[config.mk]
export PLATFORM = sky130hd
export DESIGN_NAME = uart_tx_serializer
export DESIGN_NICKNAME = d
export VERILOG_FILES = /design/src/rtl/uart_pkg.sv /design/src/rtl/uart_parity_calc.sv /design/src/rtl/uart_tx_serializer.sv
export SDC_FILE = /design/constraint.sdc
export NUM_CORES = 1
export LEC_CHECK = 0
export CORE_MARGIN = 2
export CORE_UTILIZATION = 40
export CTS_CLUSTER_SIZE = 10
export DETAILED_ROUTE_END_ITERATION = 10
export GPL_TIMING_DRIVEN = 0
export PLACE_DENSITY_LB_ADDON = 0.3
export SLEW_MARGIN = 10
export SYNTH_ARGS = -nofsm -noshare
export SYNTH_HDL_FRONTEND = slang
export SYNTH_HIERARCHICAL = 1
export SYNTH_SLANG_ARGS = --single-unit
export TNS_END_PERCENT = 5
[constraint.sdc]
create_clock -name i_uart_tx_clk -period 4.62 [get_ports i_uart_tx_clk]
set_clock_uncertainty 0.1 [all_clocks]
set_input_delay 0.693 -clock i_uart_tx_clk [delete_from_list [all_inputs] [get_ports i_uart_tx_clk]]
set_output_delay 0.693 -clock i_uart_tx_clk [all_outputs]
set_load 0.05 [all_outputs]
[src/rtl/uart_pkg.sv]
// Shared types and line levels for the UART transmit path.
// Build option UART_TX_PARITY_EN (see uart_tx_serializer) enables the parity bit.
package uart_pkg;

  typedef enum logic [2:0] {
    IDLE,
    START,
    DATA,
    PARITY,
    STOP
  } uart_tx_state_e;

  localparam logic UART_PAR_EVEN  = 1'b0;
  localparam logic UART_PAR_ODD   = 1'b1;

  localparam logic UART_IDLE_LVL  = 1'b1;
  localparam logic UART_START_LVL = 1'b0;

endpackage

[src/rtl/uart_parity_calc.sv]
// Combinational parity bit for a UART frame: even or odd over all data bits.
// Only instantiated when UART_TX_PARITY_EN is defined.
module uart_parity_calc
  import uart_pkg::*;
#(
  parameter int DATA_WIDTH = 8
) (
  input  logic [DATA_WIDTH-1:0] data_i,
  input  logic                  par_type_i,
  output logic                  par_bit_o
);

  assign par_bit_o = (par_type_i == UART_PAR_ODD) ? ~^data_i : ^data_i;

endmodule

[src/rtl/uart_tx_serializer.sv]
// UART transmit serializer running on the baud clock: start, LSB-first data, optional parity, stop.
// Define UART_TX_PARITY_EN to compile in the parity bit; otherwise the par ports are ignored.
module uart_tx_serializer
  import uart_pkg::*;
#(
  parameter int DATA_WIDTH = 8,
  parameter int STOP_BITS  = 1
) (
  input  logic                  i_uart_tx_clk,
  input  logic                  i_uart_tx_rst_n,
  input  logic [DATA_WIDTH-1:0] i_uart_tx_data,
  input  logic                  i_uart_tx_valid,
  input  logic                  i_uart_tx_par_en,
  input  logic                  i_uart_tx_par_type,
  output logic                  o_uart_tx_ready,
  output logic                  o_uart_tx_serial,
  output logic                  o_uart_tx_busy,
  output logic                  o_uart_tx_done
);

  localparam int               CNT_W     = (DATA_WIDTH > 1) ? $clog2(DATA_WIDTH) : 1;
  localparam logic [CNT_W-1:0] LAST_BIT  = CNT_W'(DATA_WIDTH - 1);
  localparam logic             LAST_STOP = 1'(STOP_BITS - 1);

  uart_tx_state_e        state_q, state_d;
  logic [CNT_W-1:0]      bit_cnt_q, bit_cnt_d;
  logic                  stop_cnt_q, stop_cnt_d;
  logic [DATA_WIDTH-1:0] data_q, data_d;
  logic                  serial_q, serial_d;
  logic                  ready_q, ready_d;
  logic                  busy_q, busy_d;
  logic                  done_q, done_d;
  logic                  accept;

`ifdef UART_TX_PARITY_EN
  logic par_en_q, par_en_d;
  logic par_type_q, par_type_d;
  logic par_bit;

  uart_parity_calc #(
    .DATA_WIDTH(DATA_WIDTH)
  ) u_parity (
    .data_i    (data_q),
    .par_type_i(par_type_q),
    .par_bit_o (par_bit)
  );
`else
  logic unused_par;
  assign unused_par = i_uart_tx_par_en ^ i_uart_tx_par_type;
`endif

  // ready is registered from the next state, so it equals IDLE || last stop bit.
  assign accept = i_uart_tx_valid && ready_q;

  always_comb begin
    state_d    = state_q;
    bit_cnt_d  = bit_cnt_q;
    stop_cnt_d = stop_cnt_q;
    data_d     = data_q;
    serial_d   = serial_q;
    done_d     = 1'b0;
`ifdef UART_TX_PARITY_EN
    par_en_d   = par_en_q;
    par_type_d = par_type_q;
`endif

    if (accept) begin
      data_d     = i_uart_tx_data;
`ifdef UART_TX_PARITY_EN
      par_en_d   = i_uart_tx_par_en;
      par_type_d = i_uart_tx_par_type;
`endif
    end

    case (state_q)
      IDLE: begin
        if (accept) begin
          state_d  = START;
          serial_d = UART_START_LVL;
        end
      end
      START: begin
        state_d   = DATA;
        bit_cnt_d = '0;
        serial_d  = data_q[0];
      end
      DATA: begin
        if (bit_cnt_q == LAST_BIT) begin
          bit_cnt_d  = '0;
          state_d    = STOP;
          stop_cnt_d = 1'b0;
          serial_d   = UART_IDLE_LVL;
`ifdef UART_TX_PARITY_EN
          if (par_en_q) begin
            state_d  = PARITY;
            serial_d = par_bit;
          end
`endif
        end else begin
          bit_cnt_d = bit_cnt_q + 1'b1;
          serial_d  = data_q[bit_cnt_d];
        end
      end
`ifdef UART_TX_PARITY_EN
      PARITY: begin
        state_d    = STOP;
        stop_cnt_d = 1'b0;
        serial_d   = UART_IDLE_LVL;
      end
`endif
      STOP: begin
        if (stop_cnt_q == LAST_STOP) begin
          done_d     = 1'b1;
          stop_cnt_d = 1'b0;
          if (accept) begin
            state_d  = START;
            serial_d = UART_START_LVL;
          end else begin
            state_d  = IDLE;
            serial_d = UART_IDLE_LVL;
          end
        end else begin
          stop_cnt_d = stop_cnt_q + 1'b1;
        end
      end
      default: begin
        state_d  = IDLE;
        serial_d = UART_IDLE_LVL;
      end
    endcase

    ready_d = (state_d == IDLE) || ((state_d == STOP) && (stop_cnt_d == LAST_STOP));
    busy_d  = (state_d != IDLE);
  end

  always_ff @(posedge i_uart_tx_clk) begin
    if (!i_uart_tx_rst_n) begin
      state_q    <= IDLE;
      bit_cnt_q  <= '0;
      stop_cnt_q <= 1'b0;
      serial_q   <= UART_IDLE_LVL;
      ready_q    <= 1'b1;
      busy_q     <= 1'b0;
      done_q     <= 1'b0;
    end else begin
      state_q    <= state_d;
      bit_cnt_q  <= bit_cnt_d;
      stop_cnt_q <= stop_cnt_d;
      serial_q   <= serial_d;
      ready_q    <= ready_d;
      busy_q     <= busy_d;
      done_q     <= done_d;
    end
  end

  // Holding registers only change on accept, so they need no reset.
  always_ff @(posedge i_uart_tx_clk) begin
    data_q <= data_d;
`ifdef UART_TX_PARITY_EN
    par_en_q   <= par_en_d;
    par_type_q <= par_type_d;
`endif
  end

  assign o_uart_tx_ready  = ready_q;
  assign o_uart_tx_serial = serial_q;
  assign o_uart_tx_busy   = busy_q;
  assign o_uart_tx_done   = done_q;

endmodule

==> flow_summary_export.csv <==
group,metric,value,unit
cells_and_area,drive_above_1_share,7.78,%
placed_design,dp_hpwl,1030,um
logic_synthesis,synth_cell_type_count,24,
timing,setup_violations,0,
logic_synthesis,synth_top_cell_by_area,"edfxtp_1",
run,drv_cap,0,
route,firstDrtPassIters,4,
clock_tree,ctsResizeCount,0,
setup_path,crit_arrival,1.46,ns
global_routing,grt_max_degree,11,
cells_and_area,layout_common_cells,"clkdlybuf4s50_1 (14), dfxtp_1 (11), nand2_1 (9)",
min_path,worstHoldPathCells,2,
global_routing,grt_pass1_vias,573,
timing,rsz0062_at_grt,"no",
run_status,outcome,"complete, no violations",
route,num_vias,602,
setup_path,required,3.83,ns
setup_path,worst_setup_path_start_kind,"register",
setup_path,rr_startpoint,"bit_cnt_q[0]$_SDFFE_PN0P_",
timing,relSlewSlack,67.0,%
clock_tree,ctsHoldBuffers,0,
clock_tree,postCtsSetupBuffers,0,
min_path,min_to,"stop_cnt_q$_SDFF_PN0_",
die,fp.dieH,49.0,um
logic_synthesis,yosysWarnings,6,
global_routing,overflow,0,
timing,maxSlewViolCount,0,
route,wl_per_cell,11.9,um
timing,period_share,48.7,%
min_path,hold_path.class,"register to register",
die,die_area,0.00240,sq mm
route,avgViaCountPerCell,5.15,
power_and_ir_drop,p_per_area,344,mW/mm^2
clock_tree,clk_latency,0.29,ns
timing,setup_tns,0,ns
global_routing,grt_use_total,13.7,%
route,drtIter0Drc,8,
timing,max_freq,444,MHz
logic_synthesis,ys_top_cells_by_area,"edfxtp_1 (30%), dfxtp_1 (27%), mux4_2 (5.6%)",
setup_path,cp_num_buf_inv,1,
die,start_util,41.6,%
die,num_rows,16,
die,core-area,0.00194,sq mm
logic_synthesis,postSynthAreaPerCell,11.2,sq um
logic_synthesis,synth_top_area_share,29.7,%
setup_path,rr_endpoint,"o_uart_tx_serial$_SDFFE_PN1P_",
cells_and_area,mostFrequentLayoutCell,"clkdlybuf4s50_1",
route,wl,1390,um
logic_synthesis,synth_nets,87,
clock_tree,cts_tree,"yes",
placed_design,numPortBuffers,14,
logic_synthesis,syn_inst,72,
setup_path,r2r_cells,5,
route,ant_nets,0,
global_routing,grt_pass1_wl,2360,um
min_path,min_from,"stop_cnt_q$_SDFF_PN0_",
cells_and_area,nNetsFinal,106,
die,die_w,49.0,um
clock_tree,clock_sinks,19,
placed_design,place_congestion,0.877,
clock_tree,clk_pin_slew,0.10,ns
setup_path,crit_family,"buffers and inverters",
cells_and_area,final_core_util,51.9,%
logic_synthesis,ys_seq_area_share,57.0,%
clock_tree,cts-root-buf,"clkbuf_4",
power_and_ir_drop,max-vdd-ir-drop,216,uV
route,drc,0,
die,ioPinCount,17,
setup_path,worst_path_max_delay_cell,"clkdlybuf4s50_1",
timing,fin_crit,2.25,ns
cells_and_area,fin_cells,117,
cells_and_area,synthToLayoutAreaGrowth,24.8,%
power_and_ir_drop,leakage,0.368,nW
setup_path,path_cells,"clkdlybuf4s50_1",
timing,tightestPinTransition,0.494,ns
setup_path,r2r_slack,2.66,ns
logic_synthesis,ys_ff_latch,19,
clock_tree,cts_buffers,3,
setup_path,crit_path_max_fanout,3,
setup_path,path_class,"register to output port",
setup_path,cpPeakStageDelay,0.80,ns
global_routing,antenna_found_initial,0,
setup_path,setup.worst_path.end_class,"output port",
timing,final_hold_viol_count,0,
clock_tree,clk_path_buf_depth,2,
clock_tree,htreeDepth,1,
logic_synthesis,mappedNetlistArea,808,sq um
cells_and_area,insertedDiodeCount,0,
placed_design,dp_cells,113,
-- power by group --
part / internal [W] / switching (W) / leakage (nW) / total (W)
clock: 0.0000336 / 0.0000497 / 0.0150 / 0.0000834
sequential: 0.000189 / 0.00000708 / 0.167 / 0.000196
combinational: 0.0000301 / 0.0000373 / 0.186 / 0.0000674
-- per-stage QoR --
step	hold slack, ns	setup WS [ns]	cell area (sq um)	power, W
after floorplan	0.341	2.80	808	0.000243
after CTS	0.390	2.36	1010	0.000352
after global placement	0.368	2.49	982	0.000267
after global routing	0.420	2.31	1010	0.000366
final	0.392	2.37	1010	0.000347
after detailed placement	0.373	2.46	982	0.000268
-- synth_stat cells --
master     n
o311ai_1   1
mux4_2     2
a21oi_1    5
nor2_1     2
o21ai_1    4
clkbuf_1   1
nand3_1    1
dfxtp_1   11
nor2b_1    4
and3_1     1
ha_1       2
edfxtp_1   8
inv_2      1
nand2_1    9
o21ai_0    2
a22oi_1    1
nor4b_1    3
a21o_1     1
inv_1      4
a32oi_1    1
a211oi_2   1
nor3b_1    3
and2_1     3
a311o_1    1
-- layer usage --
layer | vias up | global-route usage, % | wire (um)
li1 | 302 | - | -
met1 | 276 | 15.1 | 634
met2 | 20 | 21.7 | 634
met3 | 4 | 3.68 | 82
met4 | 0 | 11.9 | 40
met5 | - | 0 | 0
-- kinds of logic (layout without fill, tap and decap cells) --
group | count (synthesis) | count (layout) | synth area share [%]
fa+ha+maj | 2 | 2 | 3.10
mux | 2 | 2 | 5.57
compound gates | 17 | 17 | 13.6
simple gates | 26 | 26 | 18.0
flops | 19 | 19 | 57.0
buf+inv | 6 | 24 | 2.78
-- registers in the layout, summed over array words and instances (netlist names) --
| signal | count |
|---|---|
| o_uart_tx_ready | 1 |
| data_q | 8 |
| o_uart_tx_serial | 1 |
| o_uart_tx_busy | 1 |
| state_q | 3 |
| bit_cnt_q | 3 |
| o_uart_tx_done | 1 |
| stop_cnt_q | 1 |
-- worst min-delay path: cells and delay by family, from the launching register on --
family,cells,cell delay [ns]
flops,1,0.35
simple gates,2,0.11
-- worst max path at each step --
| stage | slack (ns) | to | start | cells after the start |
|---|---|---|---|---|
| 2_1_floorplan | 2.80 | o_uart_tx_serial$_SDFFE_PN1P_ | bit_cnt_q[0]$_SDFFE_PN0P_ | 5 |
| 5_1_grt | 2.31 | o_uart_tx_serial | o_uart_tx_serial$_SDFFE_PN1P_ | 1 |
| 4_1_cts | 2.36 | o_uart_tx_serial | o_uart_tx_serial$_SDFFE_PN1P_ | 1 |
| 3_3_place_gp | 2.49 | o_uart_tx_busy$_SDFF_PN0_ | i_uart_tx_rst_n | 4 |
| 6_report | 2.37 | o_uart_tx_serial | o_uart_tx_serial$_SDFFE_PN1P_ | 1 |
| 3_5_place_dp | 2.46 | o_uart_tx_busy$_SDFF_PN0_ | i_uart_tx_rst_n | 4 |
-- final cells by class --
cell class / count / area [sq um]
fillers: 185 / 933
flip-flops and latches: 19 / 460
multi-input cells: 47 / 325
repair buffers: 14 / 140
well taps: 27 / 33.8
clock buffers: 4 / 26.3
inverters: 5 / 18.8
plain buffers: 1 / 3.75
No activity file was read; power rests on OpenSTA's default activity.
